$ cat config.mk
export PLATFORM = sky130hd
export DESIGN_NAME = systolic_feeder
export DESIGN_NICKNAME = d
export VERILOG_FILES = /design/src/rtl/systolic_pkg.sv /design/src/rtl/systolic_feeder.sv
export SDC_FILE = /design/constraint.sdc
export NUM_CORES = 1
export LEC_CHECK = 0
export CORE_UTILIZATION = 44
export DETAILED_ROUTE_END_ITERATION = 6
export PLACE_DENSITY = 0.81
export REMOVE_ABC_BUFFERS = 1
export SKIP_LAST_GASP = 1
export SYNTH_ARGS = -nofsm -noshare
export SYNTH_HDL_FRONTEND = slang
export SYNTH_SLANG_ARGS = --single-unit
$ cat constraint.sdc
create_clock -name clk -period 2 [get_ports clk]
set_input_delay 0.4 -clock clk [delete_from_list [all_inputs] [get_ports clk]]
set_output_delay 0.4 -clock clk [all_outputs]
set_load 0.05 [all_outputs]
$ cat src/rtl/systolic_pkg.sv
// Shared state encoding, operand slot indices and default widths for the
// 2x2 systolic multiplier controller.
package systolic_pkg;

    localparam int DATA_W_DEF = 8;
    localparam int ACC_W_DEF  = 32;

    typedef enum logic [2:0] {
        ST_IDLE    = 3'd0,
        ST_CLEAR   = 3'd1,
        ST_FEED0   = 3'd2,
        ST_FEED1   = 3'd3,
        ST_FEED2   = 3'd4,
        ST_FEED3   = 3'd5,
        ST_CAPTURE = 3'd6,
        ST_RESULT  = 3'd7
    } state_e;

    // Slot positions inside the latched operand vector.
    localparam int OP_A11  = 0;
    localparam int OP_A12  = 1;
    localparam int OP_A21  = 2;
    localparam int OP_A22  = 3;
    localparam int OP_B11  = 4;
    localparam int OP_B12  = 5;
    localparam int OP_B21  = 6;
    localparam int OP_B22  = 7;
    localparam int NUM_OPS = 8;

    // Slot positions inside the captured result vector.
    localparam int RES_11  = 0;
    localparam int RES_12  = 1;
    localparam int RES_21  = 2;
    localparam int RES_22  = 3;
    localparam int NUM_RES = 4;

endpackage

$ cat src/rtl/systolic_feeder.sv
// Controller for a 2x2 output-stationary systolic array: latches A and B,
// clears the array, feeds skewed rows/columns, then captures and holds C.
module systolic_feeder
    import systolic_pkg::*;
#(
    parameter int DATA_W = DATA_W_DEF,
    parameter int ACC_W  = ACC_W_DEF
) (
    input  logic                     clk,
    input  logic                     reset,
    input  logic                     in_valid,
    output logic                     in_ready,
    input  logic signed [DATA_W-1:0] a11,
    input  logic signed [DATA_W-1:0] a12,
    input  logic signed [DATA_W-1:0] a21,
    input  logic signed [DATA_W-1:0] a22,
    input  logic signed [DATA_W-1:0] b11,
    input  logic signed [DATA_W-1:0] b12,
    input  logic signed [DATA_W-1:0] b21,
    input  logic signed [DATA_W-1:0] b22,
    output logic                     arr_clr,
    output logic signed [DATA_W-1:0] a1X,
    output logic signed [DATA_W-1:0] a2X,
    output logic signed [DATA_W-1:0] bX1,
    output logic signed [DATA_W-1:0] bX2,
    output logic                     push11,
    output logic                     pushedge,
    output logic                     push22,
    input  logic signed [ACC_W-1:0]  c11,
    input  logic signed [ACC_W-1:0]  c12,
    input  logic signed [ACC_W-1:0]  c21,
    input  logic signed [ACC_W-1:0]  c22,
    output logic                     res_valid,
    input  logic                     res_ready,
    output logic signed [ACC_W-1:0]  r11,
    output logic signed [ACC_W-1:0]  r12,
    output logic signed [ACC_W-1:0]  r21,
    output logic signed [ACC_W-1:0]  r22
);

    state_e                          state_q, state_d;
    logic [NUM_OPS-1:0][DATA_W-1:0]  op_q, op_d;
    logic [NUM_RES-1:0][ACC_W-1:0]   res_q, res_d;

    always_ff @(posedge clk) begin
        if (reset) begin
            state_q <= ST_IDLE;
            op_q    <= '0;
            res_q   <= '0;
        end else begin
            state_q <= state_d;
            op_q    <= op_d;
            res_q   <= res_d;
        end
    end

    // Feeds and pushes decode purely from the registered state and operands,
    // so the array sees glitch-free, cycle-aligned skewed wavefronts.
    always_comb begin
        state_d   = state_q;
        op_d      = op_q;
        res_d     = res_q;
        in_ready  = 1'b0;
        res_valid = 1'b0;
        arr_clr   = 1'b0;
        a1X       = '0;
        a2X       = '0;
        bX1       = '0;
        bX2       = '0;
        push11    = 1'b0;
        pushedge  = 1'b0;
        push22    = 1'b0;

        case (state_q)
            ST_IDLE: begin
                in_ready = 1'b1;
                if (in_valid) begin
                    op_d[OP_A11] = a11;
                    op_d[OP_A12] = a12;
                    op_d[OP_A21] = a21;
                    op_d[OP_A22] = a22;
                    op_d[OP_B11] = b11;
                    op_d[OP_B12] = b12;
                    op_d[OP_B21] = b21;
                    op_d[OP_B22] = b22;
                    state_d      = ST_CLEAR;
                end
            end
            ST_CLEAR: begin
                arr_clr = 1'b1;
                state_d = ST_FEED0;
            end
            ST_FEED0: begin
                a1X     = op_q[OP_A11];
                bX1     = op_q[OP_B11];
                push11  = 1'b1;
                state_d = ST_FEED1;
            end
            ST_FEED1: begin
                a1X      = op_q[OP_A12];
                bX1      = op_q[OP_B21];
                a2X      = op_q[OP_A21];
                bX2      = op_q[OP_B12];
                push11   = 1'b1;
                pushedge = 1'b1;
                state_d  = ST_FEED2;
            end
            ST_FEED2: begin
                a2X      = op_q[OP_A22];
                bX2      = op_q[OP_B22];
                pushedge = 1'b1;
                push22   = 1'b1;
                state_d  = ST_FEED3;
            end
            ST_FEED3: begin
                // PE22 consumes operands forwarded inside the array; no new feeds.
                push22  = 1'b1;
                state_d = ST_CAPTURE;
            end
            ST_CAPTURE: begin
                res_d[RES_11] = c11;
                res_d[RES_12] = c12;
                res_d[RES_21] = c21;
                res_d[RES_22] = c22;
                state_d       = ST_RESULT;
            end
            ST_RESULT: begin
                res_valid = 1'b1;
                if (res_ready) begin
                    state_d = ST_IDLE;
                end
            end
            default: begin
                state_d = ST_IDLE;
            end
        endcase
    end

    assign r11 = res_q[RES_11];
    assign r12 = res_q[RES_12];
    assign r21 = res_q[RES_21];
    assign r22 = res_q[RES_22];

endmodule
# Word-level counts from Yosys, hierarchy flattened
# Cells that the tools add are included.
# Widths: inputs -> output; s select.
[op_classes]
add_sub_neg = 0
n_mul = 0
div = 0
magnitude_cmp = 0
n_eq_ne = 9
shift = 0
muxes = 13
bitwise = 0
n_reduce_logical = 6
[op_table]
columns = ["op", "count"]
rows = [
  ["$pmux 8 s2", 4],
  ["$pmux 3 s8", 1],
  ["$eq 3x3->1 const B", 4],
  ["$eq 3x2->1 const B", 2],
  ["$mux 1", 6],
  ["$mux 3", 2],
  ["$reduce_or 2->1", 3],
  ["$ne 2x2->1 const B", 2],
  ["$reduce_and 2->1", 2],
  ["$eq 3x1->1 const B", 1],
  ["$logic_not 3->1", 1],
]
[word_totals]
ff_bits = 195
latch_bits = 0
mem_bits_rw = 0
mem_bits_ro = 0
inputBits = 196
out_inout_bits = 166
elab_cells = 41
mem_count = 0

# Longest topological paths before layout
[logic_depth]
word_depth = 3
ltp_mapped = 5
mapped_depth_nobuf = 2

# Least setup slack after synthesis
# No wires, ideal clock.
[synth_timing]
path_type = "register to output"
from = "reg state_q[2]"
to = "out in_ready"
arrival_ns = 1.571
setup_slack_ns = 0.029
stages_incl_launch_ff = 3
path_buffers = 1
cell_sequence = "dfxtp_1 -> buf_2 -> nor3_1"
[synth_via]
elab_chain_len = 2
[synth_lines]
columns = ["item", "line", "rtl"]
rows = [
  ["start: declaration", "systolic_feeder.sv:41", "state_e state_q, state_d;"],
  ["start signal: assignment", "systolic_feeder.sv:51", "state_q <= state_d;"],
  ["$logic_not 3->1", "systolic_feeder.sv:74", "case (state_q)"],
  ["$mux 1", "systolic_feeder.sv:74", ""],
  ["end: declaration", "systolic_feeder.sv:12", "output logic in_ready,"],
]
# No other way between the ends.

# Final worst setup path
[layout_timing]
from = "reg state_q[0]"
to = "out bX1[4]"
[layout_via]
elab_chain_len = 2
[layout_lines]
columns = ["item", "line", "rtl"]
rows = [
  ["$eq 3x2->1", "systolic_feeder.sv:74", ""],
  ["$pmux 8 s2 (*)", "systolic_feeder.sv:74", ""],
  ["end: declaration", "systolic_feeder.sv:24", "output logic signed [DATA_W-1:0] bX1,"],
]
# Every way passes the cells marked *; elsewhere a longest branch is shown, timed or not.

==> results.py <==
metrics = {
    "critical_path": {
        "endpoint_kind": "output pin",
        "crit_buf_inv": 2,
        "cp_common_cell": "buf_12",
        "worstPathMaxFanout": 17,
        "cp_cell_sequence": "and3b_2 -> buf_12 -> a22o_1 -> buf_12",
        "cp_slowest_cell": "dfxtp_4",
        "cpPeakStageDelay_ns": 0.37,
        "critPathKind": "register to output pin",
        "crit_family": "flip-flops",
        "critPathLaunchType": "register",
        "required_ns": 1.60,
        "critPathArrivalTime_ns": 1.68,
    },
    "placed_design": {
        "io_buffers": 361,
        "gp_routability_congestion": 0.830,
        "dpl.hpwl_mm": 17.3,
        "dp_cells": 1475,
    },
    "routing": {
        "drt-initial-drc-count": 249,
        "postRouteAntennaNets": 0,
        "viasPerCell": 4.77,
        "wl_per_cell_um": 16.4,
        "num_vias": 7224,
        "drc": 0,
        "top_layer": "met4",
        "met2WireLength_mm": 11.7,
        "first_pass_iters": 5,
        "drt-total-wl_mm": 24.8,
        "route.met3.wl_mm": 2.11,
        "m1WireLength_mm": 10.3,
    },
    "cells_and_area": {
        "final_cells": 1513,
        "drive_gt1_share_pct": 11.1,
        "multiInputGateArea_um2": 4870,
        "final_nets": 1426,
        "area_growth_pct": 53.4,
        "fin_util_pct": 69.1,
        "num_antenna_cells": 0,
        "seqCellArea_um2": 3920,
        "n_fill_cell": 1556,
    },
    "timing": {
        "clock.fmax_mhz": 480,
        "fin_setup_tns_ns": -1.84,
        "finalSetupViolations": 33,
        "period_minus_slack_ns": 2.08,
        "fin_crit_sh_pct": 104,
        "relSlewSlack_pct": 58.6,
        "finClkSkew_ns": 0.0151,
        "drv_slew": 0,
        "hold_violations": 0,
        "holdWs_ns": 0.468,
        "grt_setup_unrepaired": "yes",
        "worstMarginPinSlew_ns": 0.606,
        "setup_ws_ns": -0.0833,
    },
    "cts": {
        "clock_latency_ns": 0.43,
        "cts_tree": "yes",
        "cts_root_buffer": "clkbuf_16",
        "cts_buffers": 17,
        "cts.path.max_buffers": 2,
        "cts.htree.levels": 4,
        "hold_buffers": 0,
        "cts.sinks": 195,
        "path_clk_slew_ns": 0.07,
    },
    "grt": {
        "grt_max_degree": 104,
        "grt_first_pass_wirelength_mm": 37.4,
        "grt_pass1_vias": 7104,
        "grt_util_all_layers_pct": 22.3,
        "antenna_found_initial": 0,
        "overflow": 0,
    },
    "floorplanning": {
        "die_x_um": 146,
        "dieArea_um2": 21300,
        "io_pins": 362,
        "fp.dieH_um": 146,
        "core_um2": 20200,
        "rows": 52,
        "start_util_pct": 45.0,
    },
    "synthesis": {
        "yosysTopAreaCell": "dfxtp_1",
        "yosys.cell_types.count": 21,
        "synth_seq_area_share_pct": 42.9,
        "netlist_area_um2": 9110,
        "ys_ff_latch": 195,
        "ys_top_cells_by_area": "dfxtp_1 43%, nand2b_1 27%, mux2i_1 21%",
        "synthCells": 898,
        "synth_top_area_share_pct": 42.9,
        "synth.yosys.warnings": 0,
        "avgSynthCellArea_um2": 10.1,
    },
    "flow_run": {
        "drv_cap": 0,
    },
    "outcome": {
        "status": "complete, but fails checks",
        "violations": "setup timing",
    },
    "power": {
        "power.density_nw_per_um2": 639,
        "p_leak_nw": 6.11,
        "ir_drop_mv": 0.502,
    },
    "hold_path": {
        "hold_path.class": "register to register",
    },
}
## layout make-up
type	instances	area share [%]
clock buffer	18	3.14
clock inverter	14	1.03
multi-input combinational	629	34.8
sequential	195	28.0
tap	270	2.42
timing repair buffer	387	30.6
## power breakdown
part	switching (mW)	total, mW	internal, mW
sequential	0.0947	4.12	4.02
clock	1.60	3.40	1.80
combinational	0.586	1.41	0.826
## sequential cells by signal (all words and copies together), names as in the netlist
register  count
op_q         64
r11          32
r12          32
r21          32
r22          32
state_q       3
## placed cells by master (no fill, tap or decap), types with 2 or more instances in the layout
cell,count
clkinv_4,5
a22o_1,22
nor3b_2,2
dlygate4sd2_1,66
dlymetal6s2s_1,38
nor2b_1,2
clkdlybuf4s50_1,198
buf_4,36
nand2b_1,386
nor3_1,3
clkbuf_16,18
buf_6,2
dfxtp_1,192
dfxtp_4,3
a22o_4,10
buf_12,46
inv_8,3
clkinv_2,2
inv_6,3
mux2i_1,192
## per-layer routing
metal / global-route usage [%] / vias up
met5: 0 / -
met4: 8.63 / 0
met3: 8.71 / 38
met2: 37.2 / 279
met1: 25.6 / 3312
li1: - / 3595
## per-stage QoR
step / instance area [um2] / setup WS (ns) / power, mW
after detailed placement: 13200 / 0.177 / 5.57
after floorplan: 8660 / -8.70 / 4.94
after global routing: 14000 / -0.128 / 9.27
after CTS: 13800 / -0.0988 / 8.99
after global placement: 13200 / 0.234 / 5.55
final: 14000 / -0.0833 / 8.93
## cells by family (layout without fill, tap and decap cells)
family / Yosys count / count (layout) / synth area share, %
compound gates: 36 / 36 / 3.38
simple gates: 401 / 401 / 27.7
mux: 192 / 192 / 21.1
flops: 195 / 195 / 42.9
buf+inv: 74 / 419 / 4.93
## what timing repair did
item                                    in CTS  in global routing
endpoints found under the setup margin     100                 71
setup buffers                                2                  2
gates cloned                                 0                  2
gates resized for setup                     75                 49
pin swaps                                    0                 15
## Yosys cell counts, drive strengths merged
master   count
nand2b     386
nor3b        2
a22o        32
nor3         3
and3         1
buf         30
mux2i      192
and3b        2
a31oi        1
a2111oi      1
or2          1
nor2b        4
a21oi        1
and4         1
nor4b        1
dfxtp      195
o21bai       1
clkbuf      44
## worst register-to-register path, delay by kind of cell (launching register included)
family,cells,cell delay (ns)
muxes,1,0.22
buffers and inverters,3,0.69
DFF,1,0.37
and+or+nand+nor,1,0.35
## worst paths after layout
path	from	endpoint	slack (ns)	cells past startpoint
min	r22[21]	r22[21]	0.47	2
min reg2reg	r22[21]	r22[21]	0.47	2
max reg2reg	state_q[0]	r11[21]	0.32	5
max	state_q[0]	bX1[4]	-0.08	4
(Power assumes the default switching activity.)
